`src/rtl/puf_pkg.sv`:
```
// Shared types and defaults for the arbiter-PUF challenge driver.
// Latency: n/a (declarations only).
// Backpressure: n/a.
package puf_pkg;

   localparam int C_LENGTH_DEF = 8;
   localparam int RESP_W_DEF   = 8;

   typedef enum logic [2:0] {
      ST_IDLE   = 3'd0,
      ST_SETUP  = 3'd1,
      ST_FIRE   = 3'd2,
      ST_SAMPLE = 3'd3,
      ST_RELAX  = 3'd4,
      ST_DONE   = 3'd5
   } puf_state_e;

   // Bits needed to hold any count in 0..n.
   function automatic int cnt_w(input int n);
      if (n < 1) begin
         return 1;
      end
      return $clog2(n + 1);
   endfunction

endpackage

```
`src/rtl/puf_resp_sync.sv`:
```
// Two-flop synchronizer for the asynchronous PUF arbiter outputs.
// Latency: 2 clk cycles from input change to sync_o.
// Backpressure: none; samples every cycle.
module puf_resp_sync #(
   parameter int WIDTH = 8
) (
   input  logic             clk_i,
   input  logic             rst_ni,
   input  logic [WIDTH-1:0] async_i,
   output logic [WIDTH-1:0] sync_o
);

   logic [WIDTH-1:0] meta_q;
   logic [WIDTH-1:0] sync_q;

   // Capture stage followed by the resolution stage.
   always_ff @(posedge clk_i or negedge rst_ni) begin
      if (!rst_ni) begin
         meta_q <= '0;
         sync_q <= '0;
      end else begin
         meta_q <= async_i;
         sync_q <= meta_q;
      end
   end

   assign sync_o = sync_q;

endmodule

```
`src/rtl/puf_challenge_driver.sv`:
```
// Drives a challenge onto the PUF, fires NREP pulses, majority-votes the synchronized samples.
// Latency: response valid SETTLE + NREP*(2*SETTLE+1) cycles after challenge accept (49 at defaults).
// Backpressure: ch_ready low outside IDLE; response held in DONE until resp_ready.
// Build option: define PUF_STABILITY_EN to produce the per-bit instability mask.
module puf_challenge_driver
   import puf_pkg::*;
#(
   parameter int C_LENGTH = C_LENGTH_DEF,
   parameter int RESP_W   = RESP_W_DEF,
   parameter int NREP     = 5,
   parameter int SETTLE   = 4
) (
   input  logic                clk,
   input  logic                rst_n,
   input  logic                ch_valid,
   output logic                ch_ready,
   input  logic [C_LENGTH-1:0] ch_data,
   output logic [C_LENGTH-1:0] puf_challenge,
   output logic                puf_pulse,
   input  logic [RESP_W-1:0]   puf_response,
   output logic                resp_valid,
   input  logic                resp_ready,
   output logic [RESP_W-1:0]   resp_data,
   output logic [RESP_W-1:0]   resp_unstable,
   output logic                busy
);

   localparam int VOTE_W  = cnt_w(NREP);
   localparam int REP_W   = cnt_w(NREP);
   localparam int PHASE_W = cnt_w(SETTLE - 1);

   generate
      if ((NREP < 1) || ((NREP % 2) == 0)) begin : g_bad_nrep
         $error("puf_challenge_driver: NREP must be odd and >= 1");
      end
      if (SETTLE < 3) begin : g_bad_settle
         $error("puf_challenge_driver: SETTLE must be >= 3");
      end
   endgenerate

   puf_state_e                     state_q;
   logic [PHASE_W-1:0]             phase_q;
   logic [REP_W-1:0]               rep_q;
   logic [RESP_W-1:0][VOTE_W-1:0]  vote_q;
   logic [C_LENGTH-1:0]            chal_q;
   logic                           pulse_q;
   logic                           ch_ready_q;
   logic                           busy_q;
   logic                           resp_valid_q;
   logic [RESP_W-1:0]              resp_data_q;
   logic [RESP_W-1:0]              resp_data_d;
   logic [RESP_W-1:0]              resp_sync;
   logic                           phase_last;
   logic                           enter_done;

   // Raw arbiter outputs are asynchronous; nothing downstream sees them unsynchronized.
   puf_resp_sync #(
      .WIDTH (RESP_W)
   ) u_resp_sync (
      .clk_i   (clk),
      .rst_ni  (rst_n),
      .async_i (puf_response),
      .sync_o  (resp_sync)
   );

   assign phase_last = (phase_q == PHASE_W'(SETTLE - 1));
   assign enter_done = (state_q == ST_RELAX) && phase_last && (rep_q == REP_W'(NREP));

   // Per-bit majority decision over the accumulated votes.
   always_comb begin
      resp_data_d = '0;
      for (int i = 0; i < RESP_W; i++) begin
         resp_data_d[i] = (vote_q[i] > VOTE_W'(NREP / 2));
      end
   end

   // Sequencer: challenge latch, pulse timing, vote accumulation and response hand-off.
   always_ff @(posedge clk or negedge rst_n) begin
      if (!rst_n) begin
         state_q      <= ST_IDLE;
         phase_q      <= '0;
         rep_q        <= '0;
         vote_q       <= '0;
         chal_q       <= '0;
         pulse_q      <= 1'b0;
         ch_ready_q   <= 1'b1;
         busy_q       <= 1'b0;
         resp_valid_q <= 1'b0;
         resp_data_q  <= '0;
      end else begin
         unique case (state_q)
            ST_IDLE: begin
               if (ch_valid && ch_ready_q) begin
                  chal_q     <= ch_data;
                  vote_q     <= '0;
                  rep_q      <= '0;
                  phase_q    <= '0;
                  ch_ready_q <= 1'b0;
                  busy_q     <= 1'b1;
                  state_q    <= ST_SETUP;
               end
            end
            ST_SETUP: begin
               if (phase_last) begin
                  phase_q <= '0;
                  pulse_q <= 1'b1;
                  state_q <= ST_FIRE;
               end else begin
                  phase_q <= phase_q + PHASE_W'(1);
               end
            end
            ST_FIRE: begin
               if (phase_last) begin
                  phase_q <= '0;
                  state_q <= ST_SAMPLE;
               end else begin
                  phase_q <= phase_q + PHASE_W'(1);
               end
            end
            ST_SAMPLE: begin
               // Pulse is still high this cycle; it drops as we enter RELAX.
               for (int i = 0; i < RESP_W; i++) begin
                  vote_q[i] <= vote_q[i] + VOTE_W'(resp_sync[i]);
               end
               rep_q   <= rep_q + REP_W'(1);
               pulse_q <= 1'b0;
               state_q <= ST_RELAX;
            end
            ST_RELAX: begin
               if (phase_last) begin
                  phase_q <= '0;
                  if (enter_done) begin
                     resp_valid_q <= 1'b1;
                     resp_data_q  <= resp_data_d;
                     state_q      <= ST_DONE;
                  end else begin
                     pulse_q <= 1'b1;
                     state_q <= ST_FIRE;
                  end
               end else begin
                  phase_q <= phase_q + PHASE_W'(1);
               end
            end
            ST_DONE: begin
               if (resp_valid_q && resp_ready) begin
                  resp_valid_q <= 1'b0;
                  ch_ready_q   <= 1'b1;
                  busy_q       <= 1'b0;
                  state_q      <= ST_IDLE;
               end
            end
            default: begin
               state_q <= ST_IDLE;
            end
         endcase
      end
   end

`ifdef PUF_STABILITY_EN
   logic [RESP_W-1:0] resp_unstable_d;
   logic [RESP_W-1:0] resp_unstable_q;

   // A bit is unstable when its samples were not unanimous.
   always_comb begin
      resp_unstable_d = '0;
      for (int i = 0; i < RESP_W; i++) begin
         resp_unstable_d[i] = (vote_q[i] != '0) && (vote_q[i] != VOTE_W'(NREP));
      end
   end

   // Mask is captured on the same edge as resp_data and held through DONE.
   always_ff @(posedge clk or negedge rst_n) begin
      if (!rst_n) begin
         resp_unstable_q <= '0;
      end else if (enter_done) begin
         resp_unstable_q <= resp_unstable_d;
      end
   end

   assign resp_unstable = resp_unstable_q;
`else
   assign resp_unstable = '0;
`endif

   assign ch_ready      = ch_ready_q;
   assign busy          = busy_q;
   assign puf_challenge = chal_q;
   assign puf_pulse     = pulse_q;
   assign resp_valid    = resp_valid_q;
   assign resp_data     = resp_data_q;

endmodule

```
`config.mk`:
```
export PLATFORM = sky130hd
export DESIGN_NAME = puf_challenge_driver
export DESIGN_NICKNAME = d
export VERILOG_FILES = /design/src/rtl/puf_pkg.sv /design/src/rtl/puf_resp_sync.sv /design/src/rtl/puf_challenge_driver.sv
export SDC_FILE = /design/constraint.sdc
export NUM_CORES = 1
export LEC_CHECK = 0
export ABC_CLOCK_PERIOD_IN_PS = 1600
export BUFFER_PORTS_ARGS = -buffer_cell sky130_fd_sc_hd__buf_4
export CAP_MARGIN = 20
export CORE_MARGIN = 2
export CORE_UTILIZATION = 35
export DETAILED_ROUTE_END_ITERATION = 12
export GPL_ROUTABILITY_DRIVEN = 0
export GPL_TIMING_DRIVEN = 0
export PLACE_DENSITY_LB_ADDON = 0.3
export SLEW_MARGIN = 20
export SYNTH_ARGS = -nofsm -noshare
export SYNTH_HDL_FRONTEND = slang
export SYNTH_HIERARCHICAL = 1
export SYNTH_SLANG_ARGS = --single-unit
```
`constraint.sdc`:
```
create_clock -name clk -period 1.6 [get_ports clk]
set_input_delay 0.08 -clock clk [delete_from_list [all_inputs] [get_ports clk]]
set_output_delay 0.08 -clock clk [all_outputs]
set_load 0.05 [all_outputs]
```
## After elaboration in Yosys (flattened, before gate mapping)

Cells that the tools add are included.

- Equality and inequality tests: 14
- Add/subtract/negate cells: 10
- Muxes and demuxes: 27
- Reductions and logical operators: 19
- Magnitude comparators: 8

Operators with widths:

| kind | count |
|---|---|
| $pmux 24 s2 | 1 |
| $add 3x1->3 | 8 |
| $gt 3x2->1 const B | 8 |
| $mux 24 | 1 |
| $mux 3 | 7 |
| $pmux 3 s6 | 1 |
| $ne 2x2->1 const B | 7 |
| $eq 3x3->1 const B | 3 |
| $mux 1 | 9 |
| $reduce_and 4->1 | 2 |
| $reduce_bool 2->1 | 4 |
| $eq 3x2->1 const B | 2 |
| $pmux 1 s2 | 3 |
| $pmux 3 s2 | 1 |
| $reduce_and 2->1 | 3 |
| $reduce_and 3->1 | 2 |
| $reduce_and 5->1 | 1 |
| $logic_and 1x1->1 | 4 |
| $mux 2 | 2 |
| $pmux 2 s2 | 1 |
| $add 3x1->3 const B | 1 |
| $eq 3x1->1 const B | 1 |
| $logic_not 3->1 | 1 |
| $pmux 1 s3 | 1 |
| other kinds (4) | 4 |

- Register bits: 68
- Output and inout bits: 28
- Logic and storage cells: 97

## Depth between registers and ports, before layout

- Depth after elaboration: 6
- Mapped depth: 6
- Depth with buffers taken out: 5

## Modules after synthesis

Netlist, hierarchy kept.

Modules (own cells, without submodules):

| module | area each (um2) | seq. area each (um2) | cells each | instances |
|---|---|---|---|---|
| puf_challenge_driver | 2494.9 | 1302.5 | 213 | 1 |
| puf_resp_sync | 400.4 | 400.4 | 16 | 1 |

## Worst setup path before layout

OpenSTA, ideal clock, no wires.

- Kind: register to register
- Start point: reg ch_ready_q (netlist: ch_ready)
- End point: reg chal_q[0] (netlist: puf_challenge[0])
- Required time: 1475 ps
- Buffers on the path: 1
- Arrival time: 1544 ps
- Path slack: -69 ps
- Period minus slack after synthesis: 1669 ps
- Setup time: 125 ps
- Cell stages (with the launch flop): 5
- Cells stage by stage: dfstp_2 nand2_1 nor2_2 buf_4 mux2_2

- Longest elaborated chain between the ends: 2

RTL lines:

| item | RTL line | source |
|---|---|---|
| from (decl) | puf_challenge_driver.sv:47 | `logic ch_ready_q;` |
| from (signal assigned) | puf_challenge_driver.sv:86 | `ch_ready_q <= 1'b1;` |
| from (signal assigned) | puf_challenge_driver.sv:98 | `ch_ready_q <= 1'b0;` |
| from (signal assigned) | puf_challenge_driver.sv:147 | `ch_ready_q <= 1'b1;` |
| $logic_and 1x1->1 | puf_challenge_driver.sv:93 | `if (ch_valid && ch_ready_q) begin` |
| $reduce_and 2->1 (no line) | -- |  |
| to (signal assigned) | puf_challenge_driver.sv:94 | `chal_q <= ch_data;` |
| to (decl) | puf_challenge_driver.sv:45 | `logic [C_LENGTH-1:0] chal_q;` |

Every way passes these cells.
A chain may end at the register's enable or synchronous reset.

## Worst setup path in the final report

- Start point: reg state_q[1]
- End point: reg chal_q[4] (netlist: puf_challenge[4])

- Longest elaborated chain between the ends: 2

RTL lines:

| item | RTL line | source |
|---|---|---|
| from (decl) | puf_challenge_driver.sv:41 | `puf_state_e state_q;` |
| from (signal assigned) | puf_challenge_driver.sv:80 | `state_q <= ST_IDLE;` |
| from (signal assigned) | puf_challenge_driver.sv:100 | `state_q <= ST_SETUP;` |
| from (signal assigned) | puf_challenge_driver.sv:107 | `state_q <= ST_FIRE;` |
| $logic_not 3->1 | puf_challenge_driver.sv:91 | `unique case (state_q)` |
| $reduce_and 2->1 (no line) | -- |  |

Every way passes these cells.

==> impl_metrics.yaml <==
run_status:
  outcome: "complete, but fails checks"
  failed_checks: "negative setup slack"
synthesis:
  synthDistinctLibCells: 37
  syn_avg_cell_area_um2: 12.6
  yosys.area.top_type_share_pct: 57.9
  async_flop_share_pct: 100
  ys_top_cells_by_area: "dfrtp_1 (58%), ha_1 (8.2%), a22o_1 (7.6%)"
  ys_seq_elements: 68
  synthCells: 229
  synth-warning-count: 6
  ys_seq_area_share_pct: 58.8
  synth_ff_type: "dfrtp_1"
  synth_common_cells: "dfrtp_1 (67), a22o_1 (25), ha_1 (19)"
  synth-edff-count: 0
  synthesis.area_um2: 2900
  synth_largest_area_cell: "dfrtp_1"
  synth_most_common_cell: "dfrtp_1"
floorplanning:
  die_h_um: 95.0
  die-width_um: 95.0
  core_um2: 8130
  num_io_pins: 48
  start_util_pct: 35.6
  dieArea_um2: 9020
  rows: 33
clocking:
  cts_root_buffer: "clkbuf_8"
  cts_buffers: 9
  path_clk_slew_ns: 0.08
  cts.sinks: 68
  clk_latency_ns: 0.35
  htree_levels: 3
  cts_tree: "built"
  clock_path_buffers: 2
setup_path:
  startpoint_type: "flop"
  arrival_ns: 1.92
  r2r_setup_slack_ns: -0.09
  worstReg2RegEnd: "puf_challenge[4]$_DFFE_PN0P_"
  cp.required_ns: 1.83
  cp-end-kind: "flop"
  critical_path_class: "flop to flop"
  reg2reg_depth: 5
  r2r-start: "state_q[1]$_DFFE_PN0P_"
  crit_path_max_fanout: 5
global_routing:
  grt_antenna_before_repair: 0
  met1_usage_pct: 18.9
  first_global_vias: 2047
  grtUsageTotal_pct: 14.4
  grt_max_degree: 69
  use_met2_pct: 21.8
  gr-total-overflow: 0
  grt_first_pass_wirelength_um: 9700
  busiest_layer: "met2"
  grt_util_met3_pct: 5.67
hold_path:
  hp-start: "ch_valid"
  holdPathStages: 3
  hold_class: "primary input to flop"
  hold_path_end: "busy$_DFFE_PN0P_"
cells_and_area:
  fin_cells: 419
  postLayoutCoreUtil_pct: 47.7
  syn_to_final_growth_pct: 34.1
  fillCellCount: 720
  diodes: 0
  drive_gt1_share_pct: 31.8
  final_nets: 348
  final_area_um2: 3880
sta:
  rsz0062_at_grt: "true"
  fin_skew_ns: 0.0130
  final-hold-violation-count: 0
  fin_tns_setup_ns: -1.29
  setup_ws_ns: -0.0887
  slew-limit-headroom_pct: 44.0
  period_needed_ns: 1.69
  tightest_slew_ns: 0.840
  fin_crit_sh_pct: 106
  slew_viol_final: 0
  setup_viol: 28
  max_freq_ghz: 0.592
route:
  drt-total-wl_um: 5830
  drt-initial-drc-count: 90
  drcViolationCount: 0
  wire_per_inst_um: 13.9
  num_vias: 1989
  firstDrtPassIters: 4
  viasPerCell: 4.75
  ant_nets: 0
placed_design:
  dpl.hpwl_um: 3430
  portBuffers: 39
  placed_area_um2: 3350
  dp_cells: 380
pwr:
  powerDensity_nw_per_um2: 1870
  peakVddDrop_mv: 0.632
  p_leak_uw: 0.00191
flow_run:
  maxCapViolations: 0
## placed cells by master, fill, tap and decap left out, types with 2 or more instances in the layout
cell | Yosys | final
ha_1 | 19 | 18
nand2_1 | 12 | 11
buf_2 | 3 | 3
a22o_1 | 25 | 25
buf_4 | 11 | 52
inv_1 | 6 | 6
bufinv_16 | 0 | 2
nand3_1 | 3 | 3
buf_6 | 2 | 7
clkbuf_1 | 3 | 2
nand4_1 | 2 | 2
a21oi_1 | 10 | 10
dfrtp_1 | 67 | 67
conb_1 | 1 | 8
mux2_4 | 1 | 6
nor2_4 | 0 | 2
mux2_2 | 8 | 3
nor2_1 | 6 | 4
dlygate4sd3_1 | 0 | 17
nor2b_1 | 9 | 9
clkbuf_8 | 0 | 10
o21ai_0 | 14 | 14
o21ai_1 | 8 | 8
nor2_2 | 2 | 2
## power breakdown
group	switching [uW]	total (uW)	leakage (uW)	internal, uW
clock	668	1590	0.000107	920
combinational	1730	3110	0.000943	1370
sequential	358	2570	0.000858	2210
## final cells by class
class | instances | area [um^2] | share of cell area (%)
well taps | 105 | 131 | 3.38
repair buffers | 62 | 512 | 13.2
clock inverters | 4 | 72.6 | 1.87
clock buffers | 12 | 145 | 3.74
inverters | 6 | 22.5 | 0.580
flip-flops and latches | 68 | 1700 | 43.9
plain buffers | 19 | 155 | 4.00
multi-input cells | 143 | 1140 | 29.4
## kinds of logic after synthesis
logic type      share of synthesized area [%]
compound gates                           15.7
xor+xnor                                0.303
fa+ha+maj                                8.21
buf+inv                                  5.32
flops                                    58.8
mux                                      3.98
other cells                             0.130
simple gates                             7.56
## state kept, by name, summed over array words and instances (netlist names)
name	count
busy	1
ch_ready	1
phase_q	2
puf_challenge	8
puf_pulse	1
rep_q	3
resp_data	8
resp_valid	1
state_q	3
u_resp_sync/meta_q	8
u_resp_sync/sync_o	8
vote_q	24
## metrics by stage
step           setup WS (ns)  power (uW)  hold WS [ns]
5_1_grt               -0.140        7760        0.0961
4_1_cts              -0.0779        7150        0.0869
2_1_floorplan        0.00481        4620        -0.216
3_3_place_gp          -0.273        5270         0.189
6_report             -0.0887        7260        0.0853
3_5_place_dp          -0.270        5360         0.191
## worst max-delay path: stages (launching register included)
cell	delay, ns
dfrtp_1	0.38
buf_6	0.13
or3_4	0.41
nor2_4	0.17
buf_6	0.16
mux2_2	0.33
## how the worst max path moves through the flow
stage	startpoint	to	slack, ns	depth (start not counted)
after floorplan	state_q[1]$_DFFE_PN0P_	puf_challenge[0]$_DFFE_PN0P_	0.005	5
after global placement	state_q[2]$_DFFE_PN0P_	state_q[0]$_DFFE_PN0P_	-0.27	6
after detailed placement	state_q[2]$_DFFE_PN0P_	state_q[0]$_DFFE_PN0P_	-0.27	6
after CTS	state_q[1]$_DFFE_PN0P_	puf_challenge[4]$_DFFE_PN0P_	-0.08	5
after global routing	state_q[1]$_DFFE_PN0P_	vote_q[0]$_DFFE_PN0P_	-0.14	6
final	state_q[1]$_DFFE_PN0P_	puf_challenge[4]$_DFFE_PN0P_	-0.09	5
## routing by layer
| layer | routed length (um) | part of all wire, % | vias to the layer above |
|---|---|---|---|
| li1 | - | - | 973 |
| met1 | 2830 | 49 | 968 |
| met2 | 2670 | 46 | 41 |
| met3 | 260 | 4.5 | 7 |
| met4 | 69 | 1.2 | 0 |
| met5 | 0 | 0 | - |
## timing repair
action	CTS	global route
cloned	1	0
setup buffers	4	1
gates resized for setup	15	13
setup endpoints to repair	38	36
hold endpoints to repair	83	0
hold buffers	17	0
pin swaps	0	2
Note: power is estimated with default switching activity, not from simulation.
